==> src/rtl/intraloop_sched_if.sv <==
// rtl/intraloop_sched_if.sv - handshake bundle between the frame scheduler and its environment
//
// Purpose: groups the frame control, loop drive and completed-MB handshake
// signals of intraloop_sched.
// Ports (signals):
//   start, abort, frame_mbs        frame control into the scheduler
//   loop_enable, loop_mbnumber     drive towards the intra loop
//   out_valid, out_mbnumber        completed MB at the loop tail
//   out_ready                      sink acceptance of the tail MB
//   busy, done, stall_cycles       frame status
// Modports: master = environment side, slave = scheduler side.
interface intraloop_sched_if #(
    parameter int MB_W    = 13,
    parameter int STALL_W = 16
) ();
    logic               start;
    logic               abort;
    logic [MB_W-1:0]    frame_mbs;
    logic               loop_enable;
    logic [MB_W-1:0]    loop_mbnumber;
    logic               out_valid;
    logic [MB_W-1:0]    out_mbnumber;
    logic               out_ready;
    logic               busy;
    logic               done;
    logic [STALL_W-1:0] stall_cycles;

    modport master (
        output start, abort, frame_mbs, out_ready,
        input  loop_enable, loop_mbnumber, out_valid, out_mbnumber,
        input  busy, done, stall_cycles
    );

    modport slave (
        input  start, abort, frame_mbs, out_ready,
        output loop_enable, loop_mbnumber, out_valid, out_mbnumber,
        output busy, done, stall_cycles
    );
endinterface

==> src/rtl/intraloop_sched.sv <==
// rtl/intraloop_sched.sv - frame-level scheduler for the intra-prediction loop
//
// Purpose: issues macroblock numbers 0..frame_mbs-1 into the intra loop,
// tracks each in-flight MB with a token pipe matched to the loop depth,
// hands completed MBs to a sink with valid/ready, freezes the loop under
// backpressure and pulses done at frame end.
// Ports:
//   clk    rising-edge clock
//   reset  asynchronous active-high reset, clears all state
//   bus    intraloop_sched_if.slave (frame control, loop drive, output
//          handshake, status)
module intraloop_sched #(
    parameter int MB_W       = 13,
    parameter int PIPE_DEPTH = 11,
    parameter int STALL_W    = 16
) (
    input  logic                clk,
    input  logic                reset,
    intraloop_sched_if.slave    bus
);

    typedef enum logic [1:0] {
        S_IDLE,
        S_ISSUE,
        S_DRAIN,
        S_DONE
    } state_t;

    state_t               state;
    logic [MB_W-1:0]      issue_cnt;
    logic [MB_W-1:0]      frame_len;
    logic [STALL_W-1:0]   stall_cnt;

    // Token pipe: index 0 is the entry stage, PIPE_DEPTH-1 is the loop tail.
    logic [PIPE_DEPTH-1:0] tok_vld;
    logic [MB_W-1:0]       tok_mb [PIPE_DEPTH];

    logic running;
    logic tail_vld;
    logic stall;
    logic enable;

    assign running  = (state == S_ISSUE) || (state == S_DRAIN);
    assign tail_vld = tok_vld[PIPE_DEPTH-1] && running;
    assign stall    = tail_vld && !bus.out_ready;
    // Whole loop freezes while the sink refuses the tail MB.
    assign enable   = running && !stall;

    assign bus.loop_enable   = enable;
    assign bus.loop_mbnumber = (state == S_ISSUE) ? issue_cnt : '0;
    assign bus.out_valid     = tail_vld;
    assign bus.out_mbnumber  = tok_mb[PIPE_DEPTH-1];
    assign bus.busy          = (state != S_IDLE);
    assign bus.done          = (state == S_DONE);
    assign bus.stall_cycles  = stall_cnt;

    always_ff @(posedge clk or posedge reset) begin
        if (reset) begin
            state     <= S_IDLE;
            issue_cnt <= '0;
            frame_len <= '0;
            stall_cnt <= '0;
            tok_vld   <= '0;
            for (int i = 0; i < PIPE_DEPTH; i++) begin
                tok_mb[i] <= '0;
            end
        end else begin
            if (enable) begin
                // ISSUE injects a real MB; DRAIN injects a bubble.
                tok_vld   <= {tok_vld[PIPE_DEPTH-2:0], (state == S_ISSUE)};
                tok_mb[0] <= (state == S_ISSUE) ? issue_cnt : '0;
                for (int i = 1; i < PIPE_DEPTH; i++) begin
                    tok_mb[i] <= tok_mb[i-1];
                end
            end

            if (stall && !(&stall_cnt)) begin
                stall_cnt <= stall_cnt + STALL_W'(1);
            end

            if (bus.abort) begin
                // Counter and stall count deliberately keep their values.
                state   <= S_IDLE;
                tok_vld <= '0;
            end else begin
                case (state)
                    S_IDLE: begin
                        if (bus.start) begin
                            frame_len <= bus.frame_mbs;
                            issue_cnt <= '0;
                            stall_cnt <= '0;
                            state     <= (bus.frame_mbs == '0) ? S_DONE : S_ISSUE;
                        end
                    end
                    S_ISSUE: begin
                        if (enable) begin
                            issue_cnt <= issue_cnt + MB_W'(1);
                            if (issue_cnt == frame_len - MB_W'(1)) begin
                                state <= S_DRAIN;
                            end
                        end
                    end
                    S_DRAIN: begin
                        // An enabled cycle already implies the tail is empty
                        // or being accepted, so only the upstream stages matter.
                        if (enable && (tok_vld[PIPE_DEPTH-2:0] == '0)) begin
                            state <= S_DONE;
                        end
                    end
                    S_DONE: begin
                        state <= S_IDLE;
                    end
                    default: begin
                        state <= S_IDLE;
                    end
                endcase
            end
        end
    end

endmodule

==> src/flat_wrapper.sv <==
// flat-port wrapper written by rule: the top's interface ports become plain ports
module intraloop_sched_flat 
#(
    parameter int MB_W       = 13,
    parameter int PIPE_DEPTH = 11,
    parameter int STALL_W    = 16
)
  (clk, reset, bus_start, bus_abort, bus_frame_mbs, bus_out_ready, bus_loop_enable, bus_loop_mbnumber, bus_out_valid, bus_out_mbnumber, bus_busy, bus_done, bus_stall_cycles);
  intraloop_sched_if #(.MB_W(MB_W), .STALL_W(STALL_W)) bus_i ();
  input  logic clk;
  input  logic reset;
  input wire logic [$bits(bus_i.start)-1:0] bus_start;
  input wire logic [$bits(bus_i.abort)-1:0] bus_abort;
  input wire logic [$bits(bus_i.frame_mbs)-1:0] bus_frame_mbs;
  input wire logic [$bits(bus_i.out_ready)-1:0] bus_out_ready;
  output wire logic [$bits(bus_i.loop_enable)-1:0] bus_loop_enable;
  output wire logic [$bits(bus_i.loop_mbnumber)-1:0] bus_loop_mbnumber;
  output wire logic [$bits(bus_i.out_valid)-1:0] bus_out_valid;
  output wire logic [$bits(bus_i.out_mbnumber)-1:0] bus_out_mbnumber;
  output wire logic [$bits(bus_i.busy)-1:0] bus_busy;
  output wire logic [$bits(bus_i.done)-1:0] bus_done;
  output wire logic [$bits(bus_i.stall_cycles)-1:0] bus_stall_cycles;
  assign bus_i.start = bus_start;
  assign bus_i.abort = bus_abort;
  assign bus_i.frame_mbs = bus_frame_mbs;
  assign bus_i.out_ready = bus_out_ready;
  assign bus_loop_enable = bus_i.loop_enable;
  assign bus_loop_mbnumber = bus_i.loop_mbnumber;
  assign bus_out_valid = bus_i.out_valid;
  assign bus_out_mbnumber = bus_i.out_mbnumber;
  assign bus_busy = bus_i.busy;
  assign bus_done = bus_i.done;
  assign bus_stall_cycles = bus_i.stall_cycles;
  intraloop_sched #(.MB_W(MB_W), .PIPE_DEPTH(PIPE_DEPTH), .STALL_W(STALL_W)) u_core (.clk(clk), .reset(reset), .bus(bus_i));
endmodule
==> config.mk <==
export PLATFORM = sky130hd
export DESIGN_NAME = intraloop_sched_flat
export DESIGN_NICKNAME = d
export VERILOG_FILES = /design/src/rtl/intraloop_sched_if.sv /design/src/rtl/intraloop_sched.sv /design/src/flat_wrapper.sv
export SDC_FILE = /design/constraint.sdc
export NUM_CORES = 1
export LEC_CHECK = 0
export BUFFER_PORTS_ARGS = -buffer_cell sky130_fd_sc_hd__buf_2
export CORE_ASPECT_RATIO = 1.75
export CORE_MARGIN = 2
export CORE_UTILIZATION = 50
export DETAILED_ROUTE_END_ITERATION = 12
export PLACE_DENSITY = 0.76
export SKIP_LAST_GASP = 1
export SLEW_MARGIN = 20
export SYNTH_ARGS = -nofsm -noshare
export SYNTH_HDL_FRONTEND = slang
export SYNTH_SLANG_ARGS = --single-unit
export TNS_END_PERCENT = 50
==> constraint.sdc <==
create_clock -name clk -period 6.8 [get_ports clk]
set_input_delay 1.7 -clock clk [delete_from_list [all_inputs] [get_ports clk]]
set_output_delay 1.7 -clock clk [all_outputs]
set_load 0.005 [all_outputs]
==> results of run 1 <==
## path summary, 6_finish.rpt
path	start	slack [ns]	to	cells after the start
max	bus_out_ready	2.57	bus_loop_enable	5
max reg2reg	u_core.state[0]	3.58	u_core.tok_mb[138]	7
max in group asynchronous	reset	4.55	u_core.tok_mb[114]	4
min	u_core.tok_mb[92]	0.46	u_core.tok_mb[79]	2
min reg2reg	u_core.tok_mb[92]	0.46	u_core.tok_mb[79]	2
min in group asynchronous	reset	1.46	u_core.tok_mb[23]	3
## Yosys cell counts, types with 2 or more instances
cell,number
or3_1,4
nand3_1,12
nor4_1,7
xnor2_1,21
mux2i_1,2
and2_1,17
clkbuf_1,46
o2111ai_1,2
inv_1,12
o21ai_0,7
o311ai_0,2
nand2b_1,6
o2bb2ai_1,2
dfrtp_1,198
mux2_2,24
a21oi_1,17
nand2_1,428
nor2_1,37
nor2b_1,2
nand4_1,8
buf_4,13
nor3_1,9
a22o_1,2
xor2_1,20
and3_1,7
and4_1,3
ha_1,7
## state kept, by name, indices dropped and copies added (netlist names)
register	count
u_core.bus.stall_cycles	16
u_core.frame_len	13
u_core.tok_vld	11
u_core.bus.out_mbnumber	13
u_core.tok_mb	130
u_core.issue_cnt	13
u_core.state	2
## report_power, final
group | internal (mW) | switching (mW)
logic | 0.220 | 0.523
clock network | 0.515 | 0.458
registers | 1.28 | 0.106
total | 2.02 | 1.09
## layout make-up
class | instances | share of cell area
multi-input combinational | 667 | 0.349
clock buffer | 17 | 0.0443
inverter | 12 | 0.00534
sequential | 198 | 0.516
clock inverter | 15 | 0.0151
timing repair buffer | 69 | 0.0409
tap | 227 | 0.0296
## worst reg2reg max path, cell delays in order (launching register included)
cell,delay [ns]
dfrtp_1,0.38
inv_1,0.09
ha_1,0.42
nand2_4,0.28
inv_4,0.13
buf_4,0.56
buf_4,0.80
mux2_2,0.44
## cell families after synthesis
| logic type | count (synthesis) | synth area share |
|---|---|---|
| flip-flops | 198 | 0.575 |
| XOR/XNOR | 41 | 0.0417 |
| adder cells (fa/ha/maj) | 7 | 0.0102 |
| AO/OA/AOI/OAI | 46 | 0.0379 |
| AND/OR/NAND/NOR | 547 | 0.263 |
| multiplexers | 26 | 0.0337 |
| buffers and inverters | 72 | 0.0379 |
## cells in the final DEF, fill, tap and decap left out, types with 2 or more instances in the layout
master and count:
mux2_2 24, clkinv_2 2, clkbuf_16 17, a21oi_1 17, clkinvlp_4 5, nor2b_1 2
xor2_1 20, and4_1 3, o21ai_0 7, nand4_1 8, o2bb2ai_1 2, and2_1 17
nand3_1 12, ha_1 7, nor4_1 6, nand2_1 427, inv_6 5, xnor2_1 21
buf_2 63, nand2b_1 6, nor2_1 37, o2111ai_1 2, or3_1 4, nor3_1 8
o311ai_0 2, and3_1 7, buf_4 4, inv_8 2, dfrtp_1 198, mux2i_1 2
inv_1 10, a22o_1 2
## through the flow
stage / instances / utilization
after floorplan: 937 / -
after CTS: 1204 / 0.565
after global routing: 1205 / 0.567
after global placement: 1172 / 0.531
after detailed placement: 1172 / 0.531
final: 1205 / 0.567
## routing by layer
layer	vias up	wire length, um
met1	2999	6840
met2	96	8320
li1	3020	-
met5	-	0
met4	0	238
met3	13	411
==> metrics.md, run 1 <==
| Metric | Value |
|---|---|
| Run status | finished, final reports clean |
| Root Driver | clkbuf_16 |
| Worst setup SP type | primary input |
| Vias in the first global route | 5784 |
| Initial Utilization | 0.508 |
| Row count | 63 |
| GP Congestion | ~0.9 |
| Final hold slack | about 0.46 ns |
| Number of nets in the layout | between 900 and 1k |
| Drt first-iter violations | about 310 |
| Mapped Nets | ~960 |
| Later-pin clock latency in the skew report | 0.43 ns |
| Ys Warns | 0 |
| Setup violators final | 0 |
| Crit-path slowest cell | nand2_4 |
| Max Fclk | 0.236 GHz |
| Max-Slew Margin vs Limit | 0.308 |
| Final HPWL DP | about 9900 um |
| First-pass GRT wire length | between 20000 and 30000 um |
| WL per Instance | between 10 and 15 um |
| Yosys top cell by area | dfrtp_1 |
| Chip Width | about 100 um |
| CP Cell Sequence | buf_2, nand2b_1, nand2_4, inv_4, buf_2 |
| Static leakage | between 5 and 6 nW |
| Layout cell share with drive strength beyond 1 | 0.142 |
| Final instance area | 9600 um2 |
| Met1 Use GR | 0.237 |
| # hold bufs at CTS | 0 |
| Routed WL | roughly 16000 um |
| Die Ht | approximately 180 um |
| Worst EP arrival | 2.53 ns |
| IO Count | 64 |
| Post-CTS setup repair buffer count | 0 |
| Clk sink count | around 200 |
| Final TNS setup | 0 ns |
| PnR worst setup slack | 2.57 ns |
| Die ar. | between 15000 and 20000 um2 |
| CP Capture Type | output port |
| Initial antenna violation count | 0 |
| Post-synthesis register bit count | between 150 and 200 |
| Hold Crit Class | register to register |
| Placed Area | 9000 um2 |
| Crit Path Max Fanout | 38 |
| Dpl ws | around 2.5 ns |
| CTS HTree Levels | 4 |
| Crit-path max cell delay | 0.35 ns |
| Antenna-violating nets left | 0 |
| TritonCTS clock tree | done |
| Distinct cell type count after synthesis | a little under 50 |
| Post-cts resize count | 0 |
| Tmin final | between 4 and 5 ns |
| Layout area overhead | 11.5% |
| Post-synth EDFFs | 0 |
| Footprint of the multi-input gates | 3350 um2 |
| Fin. Hold Viols | 0 |
| Port bufs | 63 |
| Met2 usage | 0.305 |
| Crit path max-delay family | simple AND/OR/NAND/NOR gates |
| Pins Over Slew Limit | 0 |
| Largest cells by area after synthesis | dfrtp_1, nand2_1, mux2_2 |
| Residual DRC | 0 |
| Required time worst endpoint | just over 5 ns |
| Max VDD drop | about 0.00023 V |
| Buf+Inv Stages, Crit Path | 3 |
| Setup CP Type | primary input to output port |
| GR Util met3 | 0.0339 |
| Main flop type after synthesis | dfrtp_1 |
| DR vias/cell | just over 5 |
| Post-synth top area share | 0.575 |
| RSZ-0062 raised after global routing | no |
| CTS clk-pin slew, worst paths | roughly 0.070 ns |
| Avg Cell Area, Syn | slightly above 9 um2 |
| Worst-case clock buffer depth | 2 |
| All-Layer GR Usage | 0.183 |
| Max-cap viol count | 0 |
| Synthesized cell area | roughly 8600 um2 |
| Power per Cell Area | roughly 320 nW/um2 |
| Filler cells | around 1.5k |
| GRT Residual Overflow | 0 |
| Least-Margin Pin Slew | slightly above 1 ns |
| Crit path top cell by count | buf_2 |
| Busiest grt layer | met2 |
| Asr flop ratio synth | 1.00 |
| Final Cycle Share | 0.622 |
| Via count | 6128 |
| Reg area | between 4000 and 5000 um2 |
| Worst Skew | ~0.014 ns |
| Inserted Clock Buffers | 17 |
| # diodes | 0 |
| Largest net degree at the start of global routing | 199 |
| Core area | 16900 um2 |
| Cell count after synthesis | 937 |
| DR pass1 iterations | 4 |
| Seq/Total Area, Yosys | 0.575 |
| Pwr Total | between 3 and 4 mW |
(Power assumes the default switching activity.)
==> inputs of run 2 (changes only) <==
--- a/config.mk
+++ b/config.mk
@@ -10,7 +10,7 @@
 export CORE_MARGIN = 2
 export CORE_UTILIZATION = 50
 export DETAILED_ROUTE_END_ITERATION = 12
-export PLACE_DENSITY = 0.76
+export PLACE_DENSITY = 0.73
 export SKIP_LAST_GASP = 1
 export SLEW_MARGIN = 20
 export SYNTH_ARGS = -nofsm -noshare
==> constraint.sdc (replaced) <==
create_clock -name clk -period 4 [get_ports clk]
set_input_delay 1 -clock clk [delete_from_list [all_inputs] [get_ports clk]]
set_output_delay 1 -clock clk [all_outputs]
set_load 0.005 [all_outputs]
==> metrics.md, run 2 (synthesized netlist as in run 1, its figures left out) <==
| Metric | Value |
|---|---|
| Row count | 63 (unchanged) |
| Max reg flops | 130 (unchanged) |
| Tmin final | about 3.0 ns |
| DR vias/cell | 5.03 (was 5.09) |
| WL per Instance | 13.4 um (was 13.1 um) |
| Antenna-violating nets left | 0 (unchanged) |
| Setup CP Type | register to output port (was primary input to output port) |
| Inserted Clock Buffers | 17 (unchanged) |
| Worst setup SP type | register (was primary input) |
| Setup violators final | 0 (unchanged) |
| Sw Share | 0.341 (was 0.350) |
| Largest Register | u_core.tok_mb (unchanged) |
| Reg-to-reg setup timing slack | 1.24 ns (was 3.58 ns) |
| FF-to-FF path depth | 9 (was 7) |
| Post-cts resize count | 0 (unchanged) |
| CTS clk-pin slew, worst paths | 0.07 ns (about the same) |
| Max VDD drop | 0.000517 V (was 0.000230 V) |
| Layout cell share with drive strength beyond 1 | 0.144 (was 0.142) |
| Final hold slack | 0.460 ns (was 0.461 ns) |
| Least-Margin Pin Slew | 0.654 ns (was 1.04 ns) |
| Residual DRC | 0 (unchanged) |
| Hold path startpoint | u_core.tok_mb[67] (was u_core.tok_mb[92]) |
| Fin. Hold Viols | 0 (unchanged) |
| Vias in the first global route | 5856 (was 5784) |
| Die ar. | 18300 um2 (unchanged) |
| # diodes | 0 (unchanged) |
| Later-pin clock latency in the skew report | 0.43 ns (about the same) |
| Initial Utilization | 0.508 (unchanged) |
| Worst-case clock buffer depth | 2 (unchanged) |
| Final TNS setup | 0 ns (unchanged) |
| Number of nets in the layout | 995 (was 990) |
| All-Layer GR Usage | 0.191 (was 0.183) |
| Final Cycle Share | 0.743 |
| Static leakage | 5.19 nW (was 5.14 nW) |
| IO Count | 64 (unchanged) |
| CP startpoint | u_core.state[1] (was bus_out_ready) |
| DR pass1 iterations | 6 (was 4) |
| Clock Power Share | 0.320 (was 0.313) |
| Layout area overhead | 12.3% (was 11.5%) |
| Part of the power in registers | 0.438 (was 0.448) |
| R2R Path Start | u_core.frame_len[0] (was u_core.state[0]) |
| Crit Path Max Fanout | 20 (was 38) |
| CP Capture Point | bus_loop_mbnumber[12] (was bus_loop_enable) |
| TritonCTS clock tree | done (unchanged) |
| Commonest non-fill, non-tap cell in the layout | nand2_1 (unchanged) |
| Reg2reg end | u_core.state[0] (was u_core.tok_mb[138]) |
| Worst hold path depth | 2 (unchanged) |
| Power per Cell Area | 557 nW/um2 (was 324 nW/um2) |
| GP Congestion | 0.919 (was 0.883) |
| Max Fclk | around 0.34 GHz |
| Chip Width | 103 um (unchanged) |
| Largest net degree at the start of global routing | 157 (was 199) |
| Worst Skew | 0.0116 ns (was 0.0143 ns) |
| Clk sink count | 198 (unchanged) |
| Hold Crit Class | register to register (unchanged) |
| Core area | 16900 um2 (unchanged) |
| Most frequent cells in the layout | nand2_1, dfrtp_1, buf_2 (unchanged) |
| Final HPWL DP | 10400 um (was 9910 um) |
| CTS HTree Levels | 4 (unchanged) |
| # hold bufs at CTS | 0 (unchanged) |
| Max-Slew Margin vs Limit | 0.564 (was 0.308) |
| Pins Over Slew Limit | 0 (unchanged) |
| GRT Residual Overflow | 0 (unchanged) |
| CP Capture Type | output port (unchanged) |
| Drt first-iter violations | 265 (was 309) |
| Routed WL | 16200 um (was 15800 um) |
| First-pass GRT wire length | 27600 um (was 26900 um) |
| Max-cap viol count | 0 (unchanged) |
| Die Ht | 178 um (unchanged) |
| Util after Layout | 0.571 (was 0.567) |
| Required time worst endpoint | 3.00 ns (was 5.10 ns) |
| Root Driver | clkbuf_16 (unchanged) |
| Port bufs | 63 (unchanged) |
| Worst EP arrival | 1.97 ns (was 2.53 ns) |
| Power Internal | 3.56 mW (was 2.02 mW) |
| RSZ-0062 raised after global routing | no (unchanged) |
| Initial antenna violation count | 0 (unchanged) |
| Via count | 6085 (was 6128) |
| Post-CTS setup repair buffer count | 0 (unchanged) |
| Run status | finished, final reports clean (unchanged) |
| Sw Pwr | 1.84 mW (was 1.09 mW) |
| Gate power share | 0.242 (was 0.239) |
-- run 2: critical path: stages (launching register included) --
cell and delay [ns]:
dfrtp_1 0.41, inv_1 0.10, ha_1 0.58, and2_1 0.30, buf_2 0.14
-- run 2: layer usage --
layer / GRT usage / wire length, um / vias up
met1: 0.238 / 6850 / 2954
li1: - / - / 3028
met3: 0.0351 / 361 / 22
met2: 0.321 / 8590 / 81
met4: 0.0800 / 408 / 0
met5: 0 / 0 / -
-- run 2: layout make-up --
class	instances	area (um2)
inverter	12	51.3
timing repair buffer	74	448
fill	1499	7270
clock inverter	11	138
multi-input combinational	667	3340
sequential	198	4950
tap	227	284
clock buffer	20	457
-- run 2: worst min path at each step --
| stage | end | slack, ns |
|---|---|---|
| final | u_core.tok_mb[54] | 0.46 |
| after global routing | u_core.tok_mb[113] | 0.48 |
| after CTS | u_core.tok_mb[58] | 0.47 |
| after detailed placement | u_core.tok_mb[25] | 0.45 |
| after global placement | u_core.tok_mb[70] | 0.44 |
| after floorplan | u_core.tok_mb[117] | 0.43 |
-- run 2: power by group through the flow --
stage | logic [mW] | registers, mW | clock network, mW
floorplan | 1.05 | 2.33 | 0
global placement | 1.29 | 2.39 | 0
detailed placement | 1.31 | 2.40 | 0
CTS | 1.31 | 2.36 | 1.76
global route | 1.45 | 2.39 | 1.85
finish | 1.31 | 2.36 | 1.73
-- run 2: stage by stage --
| stage | instance area, um2 | setup slack [ns] | instances | power [mW] |
|---|---|---|---|---|
| floorplan | 8620 | 0.440 | 937 | 3.38 |
| global placement | 9060 | 1.04 | 1177 | 3.69 |
| detailed placement | 9060 | 1.02 | 1177 | 3.70 |
| CTS | 9660 | 1.01 | 1208 | 5.43 |
| global route | 9680 | 0.901 | 1209 | 5.69 |
| finish | 9680 | 1.03 | 1209 | 5.39 |
